**config.mk**
```make
export PLATFORM = sky130hd
export DESIGN_NAME = ret_stack_flat
export DESIGN_NICKNAME = d
export VERILOG_FILES = /design/src/rtl/cpu_pkg.sv /design/src/rtl/ret_stack_if.sv /design/src/rtl/ret_stack.sv /design/src/flat_wrapper.sv
export SDC_FILE = /design/constraint.sdc
export NUM_CORES = 1
export LEC_CHECK = 0
export CORE_UTILIZATION = 40
export DETAILED_ROUTE_END_ITERATION = 16
export MAX_ROUTING_LAYER = met4
export PLACE_DENSITY = 0.6
export SYNTH_ARGS = -nofsm -noshare
export SYNTH_HDL_FRONTEND = slang
export SYNTH_SLANG_ARGS = --single-unit
```
**constraint.sdc**
```tcl
create_clock -name clk -period 6.19 [get_ports clk]
set_input_delay 0.619 -clock clk [delete_from_list [all_inputs] [get_ports clk]]
set_output_delay 0.619 -clock clk [all_outputs]
set_load 0.03 [all_outputs]
```
**src/rtl/cpu_pkg.sv**
```systemverilog
// Shared CPU definitions: PC width and the return-stack state encoding.
package cpu_pkg;

  localparam int PC_W = 10;

  typedef enum logic {
    ST_RUN = 1'b0,
    ST_ERR = 1'b1
  } state_e;

endpackage

```
**src/rtl/ret_stack_if.sv**
```systemverilog
// Push/pop subroutine interface between the control unit (master) and the return stack (slave).
interface ret_stack_if
  import cpu_pkg::*;
#(
  parameter int WIDTH = PC_W,
  parameter int DEPTH = 16
);
  localparam int PTR_W = $clog2(DEPTH);

  logic             push;
  logic             pop;
  logic [WIDTH-1:0] d_in;
  logic             clr_err;
  logic [WIDTH-1:0] d_out;
  logic [PTR_W:0]   count;
  logic             empty;
  logic             full;
  logic             overflow;
  logic             underflow;
  logic             locked;

  modport master (
    output push, pop, d_in, clr_err,
    input  d_out, count, empty, full, overflow, underflow, locked
  );

  modport slave (
    input  push, pop, d_in, clr_err,
    output d_out, count, empty, full, overflow, underflow, locked
  );

endinterface

```
**src/rtl/ret_stack.sv**
```systemverilog
// Hardware return-address stack with occupancy tracking, sticky error flags
// and a lock state that freezes the stack until clr_err.
module ret_stack
  import cpu_pkg::*;
#(
  parameter int WIDTH = PC_W,
  parameter int DEPTH = 16
) (
  input  logic        clk,
  input  logic        reset,
  ret_stack_if.slave  bus
);

  localparam int             PTR_W   = $clog2(DEPTH);
  localparam logic [PTR_W:0] SP_FULL = (PTR_W+1)'(DEPTH);
  localparam logic [PTR_W:0] SP_ONE  = (PTR_W+1)'(1);

  state_e           state_q, state_d;
  logic [PTR_W:0]   sp_q, sp_d;
  logic             overflow_q, overflow_d;
  logic             underflow_q, underflow_d;
  logic [WIDTH-1:0] mem_q [DEPTH];

  logic             wr_en;
  logic [PTR_W-1:0] wr_addr;
  logic [PTR_W:0]   sp_m1;
  logic [PTR_W-1:0] top_idx;
  logic             is_empty;
  logic             is_full;

  assign is_empty = (sp_q == '0);
  assign is_full  = (sp_q == SP_FULL);
  assign sp_m1    = sp_q - SP_ONE;
  assign top_idx  = sp_m1[PTR_W-1:0];

  always_comb begin
    state_d     = state_q;
    sp_d        = sp_q;
    overflow_d  = overflow_q;
    underflow_d = underflow_q;
    wr_en       = 1'b0;
    wr_addr     = sp_q[PTR_W-1:0];

    case (state_q)
      ST_RUN: begin
        if (bus.clr_err) begin
          overflow_d  = 1'b0;
          underflow_d = 1'b0;
        end
        // An error raised this cycle overrides a simultaneous clr_err.
        if (bus.push && bus.pop) begin
          if (is_empty) begin
            underflow_d = 1'b1;
            state_d     = ST_ERR;
          end else begin
            wr_en   = 1'b1;
            wr_addr = top_idx;
          end
        end else if (bus.push) begin
          if (is_full) begin
            overflow_d = 1'b1;
            state_d    = ST_ERR;
          end else begin
            wr_en = 1'b1;
            sp_d  = sp_q + SP_ONE;
          end
        end else if (bus.pop) begin
          if (is_empty) begin
            underflow_d = 1'b1;
            state_d     = ST_ERR;
          end else begin
            sp_d = sp_m1;
          end
        end
      end
      ST_ERR: begin
        if (bus.clr_err) begin
          overflow_d  = 1'b0;
          underflow_d = 1'b0;
          state_d     = ST_RUN;
        end
      end
      default: state_d = ST_RUN;
    endcase
  end

  always_ff @(posedge clk or posedge reset) begin
    if (reset) begin
      state_q     <= ST_RUN;
      sp_q        <= '0;
      overflow_q  <= 1'b0;
      underflow_q <= 1'b0;
    end else begin
      state_q     <= state_d;
      sp_q        <= sp_d;
      overflow_q  <= overflow_d;
      underflow_q <= underflow_d;
    end
  end

  // Storage is deliberately left out of reset; d_out masks it while empty.
  always_ff @(posedge clk) begin
    if (wr_en) begin
      mem_q[wr_addr] <= bus.d_in;
    end
  end

  assign bus.d_out     = is_empty ? '0 : mem_q[top_idx];
  assign bus.count     = sp_q;
  assign bus.empty     = is_empty;
  assign bus.full      = is_full;
  assign bus.overflow  = overflow_q;
  assign bus.underflow = underflow_q;
  assign bus.locked    = (state_q == ST_ERR);

endmodule

```
**src/flat_wrapper.sv**
```systemverilog
// flat-port wrapper written by rule: the top's interface ports become plain ports
module ret_stack_flat import cpu_pkg::*;
#(
  parameter int WIDTH = PC_W,
  parameter int DEPTH = 16
)
  (clk, reset, bus_push, bus_pop, bus_d_in, bus_clr_err, bus_d_out, bus_count, bus_empty, bus_full, bus_overflow, bus_underflow, bus_locked);
  ret_stack_if #(.WIDTH(WIDTH), .DEPTH(DEPTH)) bus_i ();
  input  logic clk;
  input  logic reset;
  input wire logic [$bits(bus_i.push)-1:0] bus_push;
  input wire logic [$bits(bus_i.pop)-1:0] bus_pop;
  input wire logic [$bits(bus_i.d_in)-1:0] bus_d_in;
  input wire logic [$bits(bus_i.clr_err)-1:0] bus_clr_err;
  output wire logic [$bits(bus_i.d_out)-1:0] bus_d_out;
  output wire logic [$bits(bus_i.count)-1:0] bus_count;
  output wire logic [$bits(bus_i.empty)-1:0] bus_empty;
  output wire logic [$bits(bus_i.full)-1:0] bus_full;
  output wire logic [$bits(bus_i.overflow)-1:0] bus_overflow;
  output wire logic [$bits(bus_i.underflow)-1:0] bus_underflow;
  output wire logic [$bits(bus_i.locked)-1:0] bus_locked;
  assign bus_i.push = bus_push;
  assign bus_i.pop = bus_pop;
  assign bus_i.d_in = bus_d_in;
  assign bus_i.clr_err = bus_clr_err;
  assign bus_d_out = bus_i.d_out;
  assign bus_count = bus_i.count;
  assign bus_empty = bus_i.empty;
  assign bus_full = bus_i.full;
  assign bus_overflow = bus_i.overflow;
  assign bus_underflow = bus_i.underflow;
  assign bus_locked = bus_i.locked;
  ret_stack #(.WIDTH(WIDTH), .DEPTH(DEPTH)) u_core (.clk(clk), .reset(reset), .bus(bus_i));
endmodule
```
# Word-level counts from Yosys, hierarchy flattened

Memories as Yosys holds them, arrays and structs flattened.
Index checks and enable logic that the tools add are counted.

Memories: 1
Output and inout bits: 20
Register bits after elaboration: 8
Bits of input ports: 15
Memory bits (writable): 160

Add/sub/neg operators: 2
Bitwise gates (word level): 2
Muxes and demuxes: 33
Equal/unequal tests: 3
Reductions and logical operators: 4

Memory list:

| name         | words | width | rd ports | clocked after Yosys merged registers in | wr ports | line            | RTL |
|---|---|---|---|---|---|---|---|
| u_core.mem_q | 16    | 10    | 1        | 0                                       | 1        | ret_stack.sv:22 | `logic [WIDTH-1:0] mem_q [DEPTH];` |

Operator list:

| cell                  | count |
|---|---|
| $mux W1               | 22 |
| $mux W5               | 4 |
| $mux W4               | 3 |
| $mux W10              | 1 |
| $pmux W1 S2           | 3 |
| $add A5 B1 Y5 const B | 1 |
| $eq A5 B5 Y1 const B  | 1 |
| $logic_not A5 Y1      | 1 |
| $reduce_and A5 Y1     | 1 |
| $sub A5 B1 Y5 const B | 1 |
| $ne A2 B2 Y1 const B  | 2 |
| $not A1 Y1            | 2 |
| $reduce_bool A2 Y1    | 1 |
| $logic_and A1 B1 Y1   | 1 |

# Longest topological paths before layout

Word-level depth: 7
Gate-level depth with buffers: 9
Gate-level depth less buffers: 7

# Worst setup path after synthesis

Ideal clock, no wire load.

Path type: register to output
From: register u_core.sp_q[0], in the netlist u_core.bus.count[0]
To: output port bus_d_out[2]
Stages on the path, launching flop included: 10
Path buffers: 3
Slack: 2218 ps
Arrival time: 3353 ps
Cell sequence: dfrtp_1 buf_1 inv_1 ha_1 buf_2 xnor2_1 buf_2 mux2_1 a211o_1 o32ai_1

Word-level cells in the longest chain between the ends: 3
Elaborated cells between the ends (all ways): 4
Those cells by class: 1 x add/sub; 1 x mux; 1 x reduce/logical; 1 x memory

Ends and longest elaborated chain:

| item                   | line               | RTL |
|---|---|---|
| from (decl)            | ret_stack.sv:19    | `logic [PTR_W:0] sp_q, sp_d;` |
| from (signal assigned) | ret_stack.sv:95    | `sp_q <= sp_d;` |
| $sub A5 B1 Y5          | ret_stack.sv:33    | `assign sp_m1 = sp_q - SP_ONE;` |
| $mem_v2 Z16 W10        | --                 |  |
| $mux W10 *             | ret_stack.sv:108   | `assign bus.d_out = is_empty ? '0 : mem_q[top_idx];` |
| to (decl)              | flat_wrapper.sv:15 | `output wire logic [$bits(bus_i.d_out)-1:0] bus_d_out;` |

Mark *: on every way between the ends. The rest lies on a longest branch, timed or not.

# Worst setup path in the final report

From: register u_core.sp_q[1], in the netlist u_core.bus.count[1]
To: output port bus_d_out[2]

The elaborated chain is that of the path after synthesis.

==> impl_metrics.csv <==
group,metric,value,unit
floorplanning,core,16800,um2
clock_network,cts_tree,"built",
timing,hold_viol,0,
yosys,synth_top_area_cell,"edfxtp_1",
global_routing,antenna_found_initial,0,
setup_path,cp.arrival,3.92,ns
global_routing,grt_max_degree,60,
finish,multi_input_area,1870,um2
floorplanning,row_count,47,
routing,num_vias,3559,
floorplanning,die-area,18000,um2
clock_network,cts.repair.resized,0,
clock_network,clock_tree.buffer_depth,2,
routing,drc,0,
global_routing,gr-usage-met3,3.40,%
timing,period_share,73.3,%
yosys,synthCells,382,
floorplanning,num_io_pins,35,
place,io_buffer_count,34,
yosys,synth_top_area_share,68.8,%
yosys,ys.flop_type,"edfxtp_1",
setup_path,required,5.57,ns
timing,rsz0062_at_grt,"no",
global_routing,grt-ovfl-total,0,
global_routing,gr-max-usage-layer,"met2",
setup_path,start_kind,"flop",
yosys,ys_seq_area_share,71.7,%
routing,post_drt_via_cell_ratio,5.42,
routing,ant_nets,0,
finish,area_growth,17.2,%
clock_network,cts-root-buf,"clkbuf_16",
power,power.leakage,2.71,nW
power,p_per_area,561,nW/um2
clock_network,numCtsBuffers,17,
yosys,synth_seq_cells,168,
timing,finalCriticalPeriod,4.53,ns
yosys,yosys-top-cells-area,"edfxtp_1 (69%), mux4_2 (10%), mux2i_1 (4.2%)",
routing,dr.pass1.iters,4,
yosys,synth_nets,400,
floorplanning,initial_core_util,41.5,%
timing,worstMarginPinSlew,1.19,ns
global_routing,grt_pass1_wl,21.3,mm
floorplanning,die_x,134,um
yosys,synth_cell_type_count,46,
finish,fin_nets,442,
floorplanning,die_h,134,um
place,hpwl,8.47,mm
timing,finalClockSkew,0.00738,ns
yosys,syn_area,6980,um2
outcome,status,"complete, no violations",
finish,postLayoutCellArea,8180,um2
global_routing,first_global_vias,3645,
timing,slew_viol_final,0,
timing,setup_tns,0,ns
timing,finalSetupViolations,0,
global_routing,met1_usage,22.0,%
timing,fmax,221,MHz
yosys,synthArstFlopShare,4.76,%
setup_path,reg2reg_setup_slack,2.65,ns
power,p_total,4.59,mW
setup_path,worstSetupEndpointType,"output port",
clock_network,cts_max_level,4,
yosys,yosysWarnings,0,
power,ir_worst_vdd,0.225,mV
yosys,synth_edf_count,160,
finish,fin_cells,657,
routing,wl_per_cell,20.7,um
job,cap_violations,0,
setup_path,critPathKind,"flop to output port",
setup_path,reg2reg_to,"u_core.mem_q[11][3]",
setup_path,cp_max_fo,24,
setup_path,rr_worst_depth,5,
setup_path,r2r_start,"u_core.bus.count[0]",
place,place_congestion,0.771,
finish,final_core_util,48.6,%
finish,seqCellArea,5010,um2
global_routing,grtUsageTotal,17.1,%
routing,totalWireLength,13.6,mm
finish,num_antenna_cells,0,
setup_path,cp-startpoint,"u_core.bus.count[1]",
clock_network,insertion_delay,0.42,ns
place,placed_cell_area,7580,um2
clock_network,cts.reportedPaths.clkPinSlew,0.06,ns
min_path,hp-class,"primary input to async pin",
yosys,syn_avg_cell_area,18.3,um2
finish,final_layout_size_suffix_gt1_share,18.3,%
finish,fillers,1417,
timing,slew_headroom,20.2,%
global_routing,use_met2,26.9,%
clock_network,cts_sinks,168,
place,placed_cells,625,
clock_network,hold_buffers,0,
clock_network,post_cts_buffers,0,
routing,drt_iter0_markers,223,
## routing by layer
layer / share of wire [%] / up-vias
li1: - / 1640
met1: 45 / 1855
met2: 50 / 53
met3: 3.7 / 11
met4: 1.3 / 0
met5: 0 / -
## where the power goes
part           internal, mW  switching (mW)
sequential             1.40          0.0722
combinational         0.867            1.20
clock                 0.637           0.424
total                  2.90            1.69
## cell usage in the layout (no fill, tap or decap), types with 2 or more instances in the layout
cell / n
a211o_1: 4
a21oi_1: 2
a311oi_1: 2
a31oi_1: 3
and3_1: 4
buf_4: 9
bufinv_16: 3
clkbuf_16: 17
clkdlybuf4s50_1: 34
clkinv_1: 3
clkinv_4: 5
dfrtp_1: 7
edfxtp_1: 160
ha_1: 2
inv_1: 7
inv_6: 3
mux2_1: 2
mux2_2: 3
mux2i_1: 29
mux4_2: 32
nand2_1: 12
nand2b_1: 4
nand3b_1: 10
nand4_1: 2
nor2_1: 18
nor2b_1: 3
nor3_1: 14
nor4_1: 2
o21bai_1: 3
o22ai_1: 7
o32ai_1: 5
or2_2: 2
or4b_4: 2
xnor2_1: 2
xor2_1: 4
## logic make-up after synthesis
family	Yosys count	share of synthesized area (%)
AO/OA/AOI/OAI	33	3.51
XOR/XNOR	7	0.986
adder cells (fa/ha/maj)	3	0.538
buffers and inverters	27	1.77
flip-flops	168	71.7
multiplexers	66	15.3
AND/OR/NAND/NOR	78	6.20
## state kept, by name (all words and copies together) (netlist names)
signal                cells
u_core.bus.locked         1
u_core.mem_q            160
u_core.bus.underflow      1
u_core.bus.count          5
u_core.bus.overflow       1
## worst max path at each step
stage | to
after global routing | bus_d_out[3]
final | bus_d_out[2]
after CTS | bus_d_out[2]
after global placement | bus_d_out[2]
after floorplan | bus_d_out[2]
after detailed placement | bus_d_out[3]
## cell usage after synthesis, types with 2 or more instances
| library cell | n |
|---|---|
| o32ai_1 | 5 |
| nor2b_1 | 3 |
| o22ai_1 | 7 |
| edfxtp_1 | 160 |
| nand3b_1 | 10 |
| nor2_1 | 18 |
| mux2_1 | 2 |
| nor3_1 | 14 |
| a21oi_1 | 2 |
| or4b_4 | 2 |
| nand4_1 | 2 |
| nor4_1 | 2 |
| o21bai_1 | 3 |
| inv_1 | 7 |
| a31oi_1 | 3 |
| or2_2 | 2 |
| a211o_1 | 4 |
| nand2_1 | 12 |
| mux4_2 | 32 |
| clkbuf_1 | 5 |
| nand2b_1 | 4 |
| buf_2 | 9 |
| ha_1 | 3 |
| buf_1 | 4 |
| xor2_1 | 4 |
| dfrtp_1 | 8 |
| xnor2_1 | 2 |
| and3_1 | 4 |
| mux2i_1 | 29 |
| mux2_2 | 3 |
| a311oi_1 | 2 |
## area by class of cell
| class | count | share of cell area, % |
|---|---|---|
| Clock buffer | 18 | 5.25 |
| Clock inverter | 14 | 2.10 |
| Inverter | 7 | 0.321 |
| Multi-Input combinational cell | 187 | 22.8 |
| Sequential cell | 168 | 61.2 |
| Tap cell | 220 | 3.36 |
| Timing Repair Buffer | 43 | 4.99 |
## through the flow
step           worst slack, ns  hold WS [ns]
5_1_grt                   1.43         0.497
2_1_floorplan             2.22         0.435
6_report                  1.66         0.453
4_1_cts                   1.58         0.449
3_5_place_dp              2.05         0.541
3_3_place_gp              2.14         0.517
## worst max-delay path: stages (launching register included)
cell and delay, ns:
dfrtp_1 0.48, inv_1 0.15, ha_1 0.39, xor2_4 0.91
mux2i_1 0.17, a211o_1 0.33, o32ai_1 0.32, clkdlybuf4s50_1 0.74
Power figures use the tool's default switching activity.
